### src/rtl/salamander_loader_pkg.sv
// salamander_loader_pkg: shared constants and types for the ROM loader.
//   ROM_INDEX_DEFAULT : ioctl_index value treated as ROM data by default
//   BYTE_ADDR_W       : usable byte address width (8 MiB window)
//   WORD_ADDR_W       : SDRAM 16-bit word address width
//   fifo_entry_t      : one queued SDRAM write (22-bit word address + 16-bit data)
//   wr_state_t        : SDRAM write handshake FSM states
package salamander_loader_pkg;

    localparam logic [15:0] ROM_INDEX_DEFAULT = 16'h0000;
    localparam int unsigned BYTE_ADDR_W       = 23;
    localparam int unsigned WORD_ADDR_W       = 22;
    localparam int unsigned WORD_W            = 16;
    localparam int unsigned ENTRY_W           = WORD_ADDR_W + WORD_W;

    typedef struct packed {
        logic [WORD_ADDR_W-1:0] addr;
        logic [WORD_W-1:0]      data;
    } fifo_entry_t;

    typedef enum logic [1:0] {
        StIdle = 2'd0,
        StReq  = 2'd1,
        StGap  = 2'd2
    } wr_state_t;

endpackage

### src/rtl/salamander_loader_fifo.sv
// salamander_loader_fifo: DEPTH x 38-bit word FIFO between byte pairing and the
// SDRAM write FSM. Pointers wrap modulo DEPTH (power of two). A push into a full
// FIFO is dropped (push_ok low) and leaves the contents untouched; push and pop
// in the same cycle both complete.
// Ports:
//   clk, rst_n         : clock, asynchronous active-low reset
//   push, push_entry   : write request and entry
//   push_ok            : push actually stored this cycle
//   pop                : remove head entry (ignored when empty)
//   head               : entry at the read pointer
//   count, full, empty : occupancy status
module salamander_loader_fifo
    import salamander_loader_pkg::*;
#(
    parameter int unsigned DEPTH = 4,
    localparam int unsigned PTR_W = $clog2(DEPTH)
) (
    input  logic          clk,
    input  logic          rst_n,
    input  logic          push,
    input  fifo_entry_t   push_entry,
    output logic          push_ok,
    input  logic          pop,
    output fifo_entry_t   head,
    output logic [PTR_W:0] count,
    output logic          full,
    output logic          empty
);

    fifo_entry_t      mem [DEPTH];
    logic [PTR_W-1:0] wr_ptr_q;
    logic [PTR_W-1:0] rd_ptr_q;
    logic [PTR_W:0]   count_q;
    logic             pop_ok;

    assign full    = (count_q == (PTR_W + 1)'(DEPTH));
    assign empty   = (count_q == '0);
    assign push_ok = push & ~full;
    assign pop_ok  = pop & ~empty;
    assign count   = count_q;
    assign head    = mem[rd_ptr_q];

    always_ff @(posedge clk or negedge rst_n) begin
        if (!rst_n) begin
            wr_ptr_q <= '0;
            rd_ptr_q <= '0;
            count_q  <= '0;
        end else begin
            if (push_ok) begin
                wr_ptr_q <= wr_ptr_q + 1'b1;
            end
            if (pop_ok) begin
                rd_ptr_q <= rd_ptr_q + 1'b1;
            end
            case ({push_ok, pop_ok})
                2'b10:   count_q <= count_q + 1'b1;
                2'b01:   count_q <= count_q - 1'b1;
                default: count_q <= count_q;
            endcase
        end
    end

    // Storage needs no reset: entries are only read while count_q says they are valid.
    always_ff @(posedge clk) begin
        if (push_ok) begin
            mem[wr_ptr_q] <= push_entry;
        end
    end

endmodule

### src/rtl/salamander_rom_loader.sv
// salamander_rom_loader: pairs HPS ioctl download bytes into 16-bit words and
// writes them to SDRAM through a small FIFO and a REQ/ACK handshake.
// Optional feature: define SALAMANDER_LOADER_CHKSUM_EN to add o_CHKSUM, the
// 16-bit wrapping sum of every stored byte of the current download.
// Ports:
//   i_EMU_MCLK, i_EMU_INITRST_n : clock, asynchronous active-low reset
//   i_IOCTL_*                   : HPS download window, index, byte address/data, strobe
//   o_IOCTL_WAIT                : backpressure, high at FIFO count >= FIFO_DEPTH-1
//   o_SDRAM_REQ/ADDR/DATA       : word write request, held until i_SDRAM_ACK
//   i_SDRAM_ACK                 : one-cycle write-accepted pulse
//   o_BUSY, o_DONE              : download/write activity and completion
//   o_OVF                       : sticky byte-dropped flag
//   o_CHKSUM                    : byte checksum (SALAMANDER_LOADER_CHKSUM_EN only)
module salamander_rom_loader
    import salamander_loader_pkg::*;
#(
    parameter int unsigned FIFO_DEPTH = 4,
    parameter logic [15:0] ROM_INDEX  = ROM_INDEX_DEFAULT
) (
    input  logic        i_EMU_MCLK,
    input  logic        i_EMU_INITRST_n,
    input  logic        i_IOCTL_DOWNLOAD,
    input  logic [15:0] i_IOCTL_INDEX,
    input  logic [26:0] i_IOCTL_ADDR,
    input  logic [7:0]  i_IOCTL_DATA,
    input  logic        i_IOCTL_WR,
    output logic        o_IOCTL_WAIT,
    output logic        o_SDRAM_REQ,
    output logic [21:0] o_SDRAM_ADDR,
    output logic [15:0] o_SDRAM_DATA,
    input  logic        i_SDRAM_ACK,
    output logic        o_BUSY,
    output logic        o_DONE,
    output logic        o_OVF
`ifdef SALAMANDER_LOADER_CHKSUM_EN
    ,
    output logic [15:0] o_CHKSUM
`endif
);

    localparam int unsigned CNT_W = $clog2(FIFO_DEPTH) + 1;

    // Download window edges
    logic dl_q;
    logic dl_rise;
    logic dl_fall;

    assign dl_rise = i_IOCTL_DOWNLOAD & ~dl_q;
    assign dl_fall = dl_q & ~i_IOCTL_DOWNLOAD;

    // Byte acceptance and pairing
    logic                   byte_accept;
    logic                   addr_oor;
    logic                   byte_take;
    logic                   odd_push;
    logic                   even_take;
    logic                   flush_push;
    logic                   held_match;
    logic [WORD_ADDR_W-1:0] byte_waddr;

    logic                   held_valid_q;
    logic [7:0]             held_byte_q;
    logic [WORD_ADDR_W-1:0] held_waddr_q;

    assign byte_accept = i_IOCTL_WR & i_IOCTL_DOWNLOAD & (i_IOCTL_INDEX == ROM_INDEX);
    assign addr_oor    = |i_IOCTL_ADDR[26:BYTE_ADDR_W];
    assign byte_take   = byte_accept & ~addr_oor;
    assign byte_waddr  = i_IOCTL_ADDR[BYTE_ADDR_W-1:1];
    assign odd_push    = byte_take & i_IOCTL_ADDR[0];
    assign even_take   = byte_take & ~i_IOCTL_ADDR[0];
    assign held_match  = held_valid_q & (held_waddr_q == byte_waddr);
    // A fall can never coincide with an accepted byte, so both pushes share one port.
    assign flush_push  = dl_fall & held_valid_q;

    // FIFO interface
    logic             push;
    logic             push_ok;
    fifo_entry_t      push_entry;
    logic             pop;
    fifo_entry_t      head;
    logic [CNT_W-1:0] fifo_count;
    logic [CNT_W-1:0] count_next;
    logic             fifo_full;
    logic             fifo_empty;

    assign push = odd_push | flush_push;

    always_comb begin
        push_entry = '0;
        if (flush_push) begin
            push_entry.addr = held_waddr_q;
            push_entry.data = {held_byte_q, 8'hFF};
        end else begin
            push_entry.addr = byte_waddr;
            push_entry.data = {(held_match ? held_byte_q : 8'h00), i_IOCTL_DATA};
        end
    end

    salamander_loader_fifo #(
        .DEPTH (FIFO_DEPTH)
    ) u_fifo (
        .clk        (i_EMU_MCLK),
        .rst_n      (i_EMU_INITRST_n),
        .push       (push),
        .push_entry (push_entry),
        .push_ok    (push_ok),
        .pop        (pop),
        .head       (head),
        .count      (fifo_count),
        .full       (fifo_full),
        .empty      (fifo_empty)
    );

    // Write FSM
    wr_state_t state_q;
    logic      req_q;
    logic [WORD_ADDR_W-1:0] sdram_addr_q;
    logic [WORD_W-1:0]      sdram_data_q;

    // Entry stays at the FIFO head until ACK, so push and pop never race on it.
    assign pop = (state_q == StReq) & i_SDRAM_ACK;

    always_ff @(posedge i_EMU_MCLK or negedge i_EMU_INITRST_n) begin
        if (!i_EMU_INITRST_n) begin
            state_q      <= StIdle;
            req_q        <= 1'b0;
            sdram_addr_q <= '0;
            sdram_data_q <= '0;
        end else begin
            unique case (state_q)
                StIdle: begin
                    if (!fifo_empty) begin
                        sdram_addr_q <= head.addr;
                        sdram_data_q <= head.data;
                        req_q        <= 1'b1;
                        state_q      <= StReq;
                    end
                end
                StReq: begin
                    if (i_SDRAM_ACK) begin
                        req_q   <= 1'b0;
                        state_q <= StGap;
                    end
                end
                StGap: begin
                    state_q <= StIdle;
                end
                default: begin
                    req_q   <= 1'b0;
                    state_q <= StIdle;
                end
            endcase
        end
    end

    // Status
    logic busy_raw;
    logic drop_event;
    logic wait_q;
    logic ovf_q;
    logic done_q;
    logic armed_q;

    assign busy_raw   = i_IOCTL_DOWNLOAD | ~fifo_empty | (state_q != StIdle) | held_valid_q;
    assign drop_event = (byte_accept & addr_oor) | (push & fifo_full);
    // Wait tracks the post-edge count so it never lags a push by a cycle.
    assign count_next = fifo_count + CNT_W'(push_ok) - CNT_W'(pop & ~fifo_empty);

    always_ff @(posedge i_EMU_MCLK or negedge i_EMU_INITRST_n) begin
        if (!i_EMU_INITRST_n) begin
            dl_q         <= 1'b0;
            held_valid_q <= 1'b0;
            held_byte_q  <= '0;
            held_waddr_q <= '0;
            wait_q       <= 1'b0;
            ovf_q        <= 1'b0;
            done_q       <= 1'b0;
            armed_q      <= 1'b0;
        end else begin
            dl_q   <= i_IOCTL_DOWNLOAD;
            wait_q <= (count_next >= CNT_W'(FIFO_DEPTH - 1));
            ovf_q  <= (ovf_q & ~dl_rise) | drop_event;

            if (even_take) begin
                held_valid_q <= 1'b1;
                held_byte_q  <= i_IOCTL_DATA;
                held_waddr_q <= byte_waddr;
            end else if ((odd_push & held_match) | flush_push) begin
                held_valid_q <= 1'b0;
            end

            if (dl_rise) begin
                done_q  <= 1'b0;
                armed_q <= 1'b0;
            end else if ((armed_q | dl_fall) & ~busy_raw) begin
                done_q  <= 1'b1;
                armed_q <= 1'b0;
            end else if (dl_fall) begin
                armed_q <= 1'b1;
            end
        end
    end

`ifdef SALAMANDER_LOADER_CHKSUM_EN
    logic [15:0] chksum_q;

    always_ff @(posedge i_EMU_MCLK or negedge i_EMU_INITRST_n) begin
        if (!i_EMU_INITRST_n) begin
            chksum_q <= '0;
        end else begin
            chksum_q <= (dl_rise ? 16'h0000 : chksum_q)
                      + (byte_take ? {8'h00, i_IOCTL_DATA} : 16'h0000);
        end
    end

    assign o_CHKSUM = chksum_q;
`endif

    assign o_IOCTL_WAIT = wait_q;
    assign o_SDRAM_REQ  = req_q;
    assign o_SDRAM_ADDR = sdram_addr_q;
    assign o_SDRAM_DATA = sdram_data_q;
    // Gate with reset so the download input cannot show through while held in reset.
    assign o_BUSY       = i_EMU_INITRST_n & busy_raw;
    assign o_DONE       = done_q;
    assign o_OVF        = ovf_q;

endmodule

### config.mk
export PLATFORM = sky130hd
export DESIGN_NAME = salamander_rom_loader
export DESIGN_NICKNAME = d
export VERILOG_FILES = /design/src/rtl/salamander_loader_pkg.sv /design/src/rtl/salamander_loader_fifo.sv /design/src/rtl/salamander_rom_loader.sv
export SDC_FILE = /design/constraint.sdc
export NUM_CORES = 1
export LEC_CHECK = 0
export BUFFER_PORTS_ARGS = -buffer_cell sky130_fd_sc_hd__buf_2
export CAP_MARGIN = 0
export CORE_MARGIN = 5
export CORE_UTILIZATION = 30
export DETAILED_ROUTE_END_ITERATION = 7
export PLACE_DENSITY_LB_ADDON = 0.3
export RECOVER_POWER = 100
export SLEW_MARGIN = 20
export SYNTH_ARGS = -nofsm -noshare
export SYNTH_HDL_FRONTEND = slang
export SYNTH_SLANG_ARGS = --single-unit
### constraint.sdc
create_clock -name i_EMU_MCLK -period 2.7 [get_ports i_EMU_MCLK]
set_input_delay 0.54 -clock i_EMU_MCLK [delete_from_list [all_inputs] [get_ports i_EMU_MCLK]]
set_output_delay 0.54 -clock i_EMU_MCLK [all_outputs]
set_load 0.005 [all_outputs]
# == Word-level counts from Yosys, hierarchy flattened ==
# Memories as Yosys holds them, arrays and structs flattened. A register that Yosys moved wholly into a read port is not among the register bits.
# Index checks and enable logic that the tools add are counted.
# W data, S select, Z words.
# word_totals
wordCells,97
regBits,46
out_inout_bits,43
ramBits,152
in_bits,56
mem_count,1
# memory_table
memory,words,word_bits,rd,rd_ports_with_merged_regs,write_ports,line,source
u_fifo.mem,4,38,1,1,1,salamander_loader_fifo.sv:30,fifo_entry_t mem [DEPTH];
# op_classes
n_reduce_logical,13
mux,18
bitwise,37
n_eq_ne,8
magnitude_cmp,1
add_sub_neg,6
# ops
op,n
$mux W38,1
$eq A22 B22 Y1,1
$and A1 B1 Y1,18
$logic_not A16 Y1,1
$mux W1,11
$not A1 Y1,9
$mux W8,1
$or A1 B1 Y1,8
$reduce_bool A2 Y1,4
$pmux W3 S2,1
$add A2 B1 Y2 const B,2
$eq A2 B1 Y1 const B,2
$eq A2 B2 Y1 const B,2
$mux W2,2
$ne A2 B2 Y1 const B,2
$pmux W2 S2,1
$reduce_and A2 Y1,2
$reduce_or A4 Y1,1
$add A3 B1 Y3,1
$add A3 B1 Y3 const B,1
$and A1 B3 Y3,1
$eq A3 B3 Y1 const B,1
$ge A3 B2 Y1 const B,1
$logic_not A3 Y1,1
8 further kinds,8

# == Depth between registers and ports, before layout ==
# logic_depth
word_depth,9
ltp_mapped,12
depth_no_buf,11

# == Modules after synthesis ==
# From an unflattened synthesis, not the netlist that was laid out.
# hier_totals
cells_unflattened,515
hier_area_um2,9763.1
# by_module_without_submodules
mod,cells_each,area_each_um2,seq_area_each_um2,n_inst
salamander_loader_fifo,237,5928.2,4739.5,1
salamander_rom_loader,278,3834.9,1926.8,1

# == Worst setup path before layout ==
# OpenSTA, ideal clock, no wires.
# synth_timing
kind,input-to-reg
from,input i_IOCTL_ADDR[24]
to,memory u_fifo.mem[0][0] in the netlist's numbering (enable)
t_required_ns,2.301
path_stages,5
slack_ns,-0.258
n_path_buf,1
setup_time_ns,0.399
arrival_time_ns,2.559
path_cell_list,or4_1 -> nor4_1 -> o21a_1 -> buf_2 -> and2_1
# synth_via
elab_chain_len,8
# synth_lines
item,line,source
"start, declared",salamander_rom_loader.sv:24,"input logic [26:0] i_IOCTL_ADDR,"
$reduce_or A4 Y1,salamander_rom_loader.sv:66,assign addr_oor = |i_IOCTL_ADDR[26:BYTE_ADDR_W];
$not A1 Y1,salamander_rom_loader.sv:67,assign byte_take = byte_accept & ~addr_oor;
$and A1 B1 Y1,salamander_rom_loader.sv:67,
$and A1 B1 Y1,salamander_rom_loader.sv:69,assign odd_push = byte_take & i_IOCTL_ADDR[0];
$or A1 B1 Y1,salamander_rom_loader.sv:86,assign push = odd_push | flush_push;
$and A1 B1 Y1,salamander_loader_fifo.sv:38,assign push_ok = push & ~full;
via push_ok,salamander_rom_loader.sv:77,logic push_ok;
$mux W1,salamander_loader_fifo.sv:65,if (push_ok) begin
$mux W1 (not written as such),salamander_loader_fifo.sv:66,mem[wr_ptr_q] <= push_entry;
"end, declared",salamander_loader_fifo.sv:30,
# The timed path passes the listed nets, and every way through them passes these cells.

# == Final worst setup path ==
# layout_timing
from,input i_IOCTL_ADDR[24]
to,memory u_fifo.mem[1][14] in the netlist's numbering (enable)
# layout_via
elab_chain_len,8
# layout_lines
item,line
$reduce_or A4 Y1,salamander_rom_loader.sv:66
$not A1 Y1,salamander_rom_loader.sv:67
$and A1 B1 Y1,salamander_rom_loader.sv:67
$and A1 B1 Y1,salamander_rom_loader.sv:69
$or A1 B1 Y1,salamander_rom_loader.sv:86
$and A1 B1 Y1,salamander_loader_fifo.sv:38
$mux W1,salamander_loader_fifo.sv:65
$mux W1 (not written as such),salamander_loader_fifo.sv:66
# No other way between the ends.

==> results list <==
- Cell taking the most area after synthesis: edfxtp_1
- Reported net switching power: 0.00270 W
* Min Clock Period, post-route: 2.51 ns
- Synthesized instance count: slightly above 500
- The tree is rooted in a clkbuf_16.
* Number of antenna violations at the first check in global routing: 3
- Of the total power, the clock network draws 0.324.
* # IOs: 99
- The critical path starts at i_IOCTL_ADDR[24].
- M1 GR Usage: 0.148
- Y dimension of the die: 189 um
* Worst R2R Start: u_fifo.count[1]
- Leakage power summed over all cells: 4.29 nW
* Largest cells by area after synthesis: edfxtp_1, dfrtp_1, mux4_2
- Max Cap Viol: 0
- In this run the cell area of the synthesized design comes to 9670 sq um.
- The initial utilization of the core area, before any placement, comes to 0.305.
- The die covers 35900 sq um.
- Counting the fill cells in the layout gives 3019.
* Number of nets in the final layout: 703
- The routed layout has 4873 vias.
- Before antenna repair, the detailed router went through 4 iterations.
* Fraction of the cycle the final worst path needs: 0.928
- Clock tree from TritonCTS: done
- In the final layout, the multi-input gates occupy 2750 sq um.
* Final wirelength: 20900 um
- Walking the worst path, the cells encountered are buf_2, or4_1, nor4_1, o21a_1, clkbuf_1, and2_0, clkbuf_2.
- Grouping stages by cell kind, the critical path spends the most delay in simple AND/OR/NAND/NOR gates.
- Worst Path Required: 2.84 ns
* Sequential area share after synthesis: 0.690
* Total of endpoints with negative setup slack in the final report: 0
- In the routed layout, each cell is associated on average with a via count of roughly 4.6.
- Max-Slew Margin vs Limit: 0.118
- Dividing total power by cell area gives a power density of 888 nW/um^2.
- met2 is the most crowded layer.
* Floorplan core area: about 32000 sq um
- Dividing the synthesized area by the synthesized cell count gives 18.9 sq um.
- Part of the total power dissipated in sequential elements: 0.451
- Kind of start point of the critical path: input pin
* Worst min-delay path category: in -> reg
- Total overflow reported by the global router: 0
* Half-perimeter wire length after detailed placement: 13400 um
- Unrepaired setup endpoints after global routing: false
- Counting tap cells, the placed design contains a total of 1011 instances.
* Highest-count cells in the layout ignoring fill and taps: edfxtp_1, dfrtp_1, buf_2
- After routing, the total negative slack on setup checks comes to 0 ns.
- Synthesis inferred 236 register bits.
* Resize count post-CTS: 0
- Critical path capture point type: flop
* Minimum setup slack in the final design: a little under 0.2 ns
- Sink Count: about 240
- Post-route antenna net violation count: 0
- Buffering stage count on the worst path with inverters included: 3
- Cell internal power was estimated by the tool at 0.00737 W.
- Most common cell after layout, fill and taps aside: edfxtp_1
* Remaining design rule violation count: 0
- Of the post-synthesis cell area, the dominant cell type holds 0.472.
* Final GP Congestion: between 0.7 and 0.8
- On the worst path, the slowest cell contributes a delay of 0.57 ns.
- At the later pin of the worst-skew pair, clock insertion delay measures 0.53 ns.
- The number of global-route vias before repair is between 5000 and 6000.
* Total CTS buffers: 25
- Of all nets on the critical path, the largest fanout is 18.
- Based on the critical path, the design can be clocked at up to around 400 MHz.
- For the worst setup path, the data arrival time is 2.65 ns.
- Clock-pin slew was measured on the worst setup and hold paths at 0.06 ns.
* Start-to-end type of the worst setup path: in -> reg
- OpenSTA, run right after detailed placement, puts the worst setup slack at 0.0357 ns.
- Port buffering added 98 buffers.
* Count of non-filler cells in the finished layout: 1058
- The number of nets in the synthesized netlist is 579.
- The number of hold buffers added after CTS was 0.
- Peak supply drop: between 0.5 and 0.6 mV
- In this run, synthesis inferred about 150 flip-flops with an integrated enable.
- Area growth, synth to finish: 17.3%
- The share of total power dissipated in combinational logic is 0.225.
- Sequential cell area: 6670 sq um
- Of the cells placed in the final design, the portion with a size suffix greater than 1 is 0.307.
- For met2 alone, demand over resource in global routing was 0.206.
* Worst clock skew: 0.0259 ns
* Least-Margin Pin Slew: 1.32 ns
- H-Tree Level Count: 1
* Setup repair bufs after CTS: 0
* DIE WIDTH: 189 um
- Global-route wire length before repair: 32300 um
- The first routing iteration left 145 violations.
- GR met3 Demand/Resource: 0.0225
- The longest clock path from root to sink contains 3 buffers.
- Pin count of the biggest net entering global routing: 85
- Final Hold Viols: 0
- Overall Global Routing Usage: 0.116
- The most used flip-flop cell after synthesis is edfxtp_1.
* Placement Rows: 65
* Final Max Slew Viols: 0
* Number of warnings reported in the yosys synthesis log: 0
- Of all flip-flops after synthesis, the portion carrying an async set or reset was 0.356.
- The run finished with clean final reports.
- The worst hold path begins at i_IOCTL_DOWNLOAD.
- Switch share: 0.268
- After synthesis, the netlist uses 37 different library cells.
- On the critical path, the stage with the largest delay is an instance of or4_1.
- Routed length per instance: approximately 20 um
==> final timing paths <==
path	endpoint	slack (ns)	cells after the start
min	dl_q	0.23	1
min reg2reg	held_byte_q[6]	0.49	1
max in group asynchronous	u_fifo.rd_ptr_q[1]	1.00	2
min in group asynchronous	o_SDRAM_ADDR[6]	0.81	2
max	u_fifo.mem[1][14]	0.19	7
max reg2reg	o_SDRAM_DATA[14]	0.19	4
==> layer usage <==
layer | vias to the layer above | wire length, um
met5 | - | 13
met4 | 2 | 275
met3 | 25 | 912
met2 | 111 | 10600
met1 | 2512 | 9130
li1 | 2223 | -
==> area by class of cell <==
| cell class | count | share of cell area |
|---|---|---|
| Clock inverter | 12 | 0.0102 |
| Inverter | 12 | 0.00397 |
| Sequential cell | 236 | 0.588 |
| Timing Repair Buffer | 117 | 0.0526 |
| Tap cell | 402 | 0.0444 |
| Multi-Input combinational cell | 244 | 0.242 |
| Clock buffer | 34 | 0.0582 |
| Antenna cell | 1 | 0.000221 |
==> worst reg2reg max path: cells and delay by family, from the launching register on <==
family | cells | cell delay [ns]
buffers and inverters | 1 | 0.53
flip-flops | 1 | 0.43
AND/OR/NAND/NOR | 2 | 1.00
multiplexers | 1 | 0.40
==> cell usage after synthesis (2+ instances only) <==
cell type  number
mux4_2         38
buf_6           3
xnor2_1        24
clkbuf_1        8
dfrtp_1        84
nand4_1         5
nor4_1         10
ha_1            9
o21a_1          2
fa_1            2
nand3_1         5
nand2b_1        9
edfxtp_1      152
nor3_1          2
buf_2           6
xor2_1          6
and2_1          5
mux2_2         61
mux2_4         30
nand2_1         6
inv_1          12
nor2_1          8
buf_1           3
nor2b_1         9
==> flip-flops by register name (all words and copies together), names as in the netlist, 2 cells and up <==
name / cells
o_SDRAM_ADDR: 22
u_fifo.rd_ptr_q: 2
u_fifo.wr_ptr_q: 2
held_byte_q: 8
u_fifo.count: 3
u_fifo.mem: 152
o_SDRAM_DATA: 16
state_q: 2
held_waddr_q: 22
==> power groups by stage <==
stage,Combinational (W),Sequential (W),Clock (W)
4_1_cts,0.00245,0.00455,0.00337
3_3_place_gp,0.00240,0.00461,0
3_5_place_dp,0.00244,0.00462,0
2_1_floorplan,0.00160,0.00451,0
6_report,0.00226,0.00454,0.00327
5_1_grt,0.00252,0.00460,0.00353
==> cells by family (layout without fill, tap and decap cells) <==
logic type,after synthesis,count (layout),share of synthesized area
flops,236,236,0.690
mux,130,130,0.207
simple gates,65,65,0.0384
buf+inv,32,175,0.0155
xor+xnor,30,30,0.0272
fa+ha+maj,11,11,0.0158
compound gates,8,8,0.00608
other cells,0,1,0
==> per-stage QoR <==
stage                      util  total power, W  hold slack, ns  area [sq um]
after global routing      0.357          0.0107           0.218         11300
after detailed placement  0.342         0.00707           0.488         10900
after global placement    0.342         0.00701           0.485         10900
after floorplan               -         0.00611           0.244          9670
after CTS                 0.367          0.0104           0.174         11600
final                     0.357          0.0101           0.228         11300
Power figures use the tool's default switching activity.
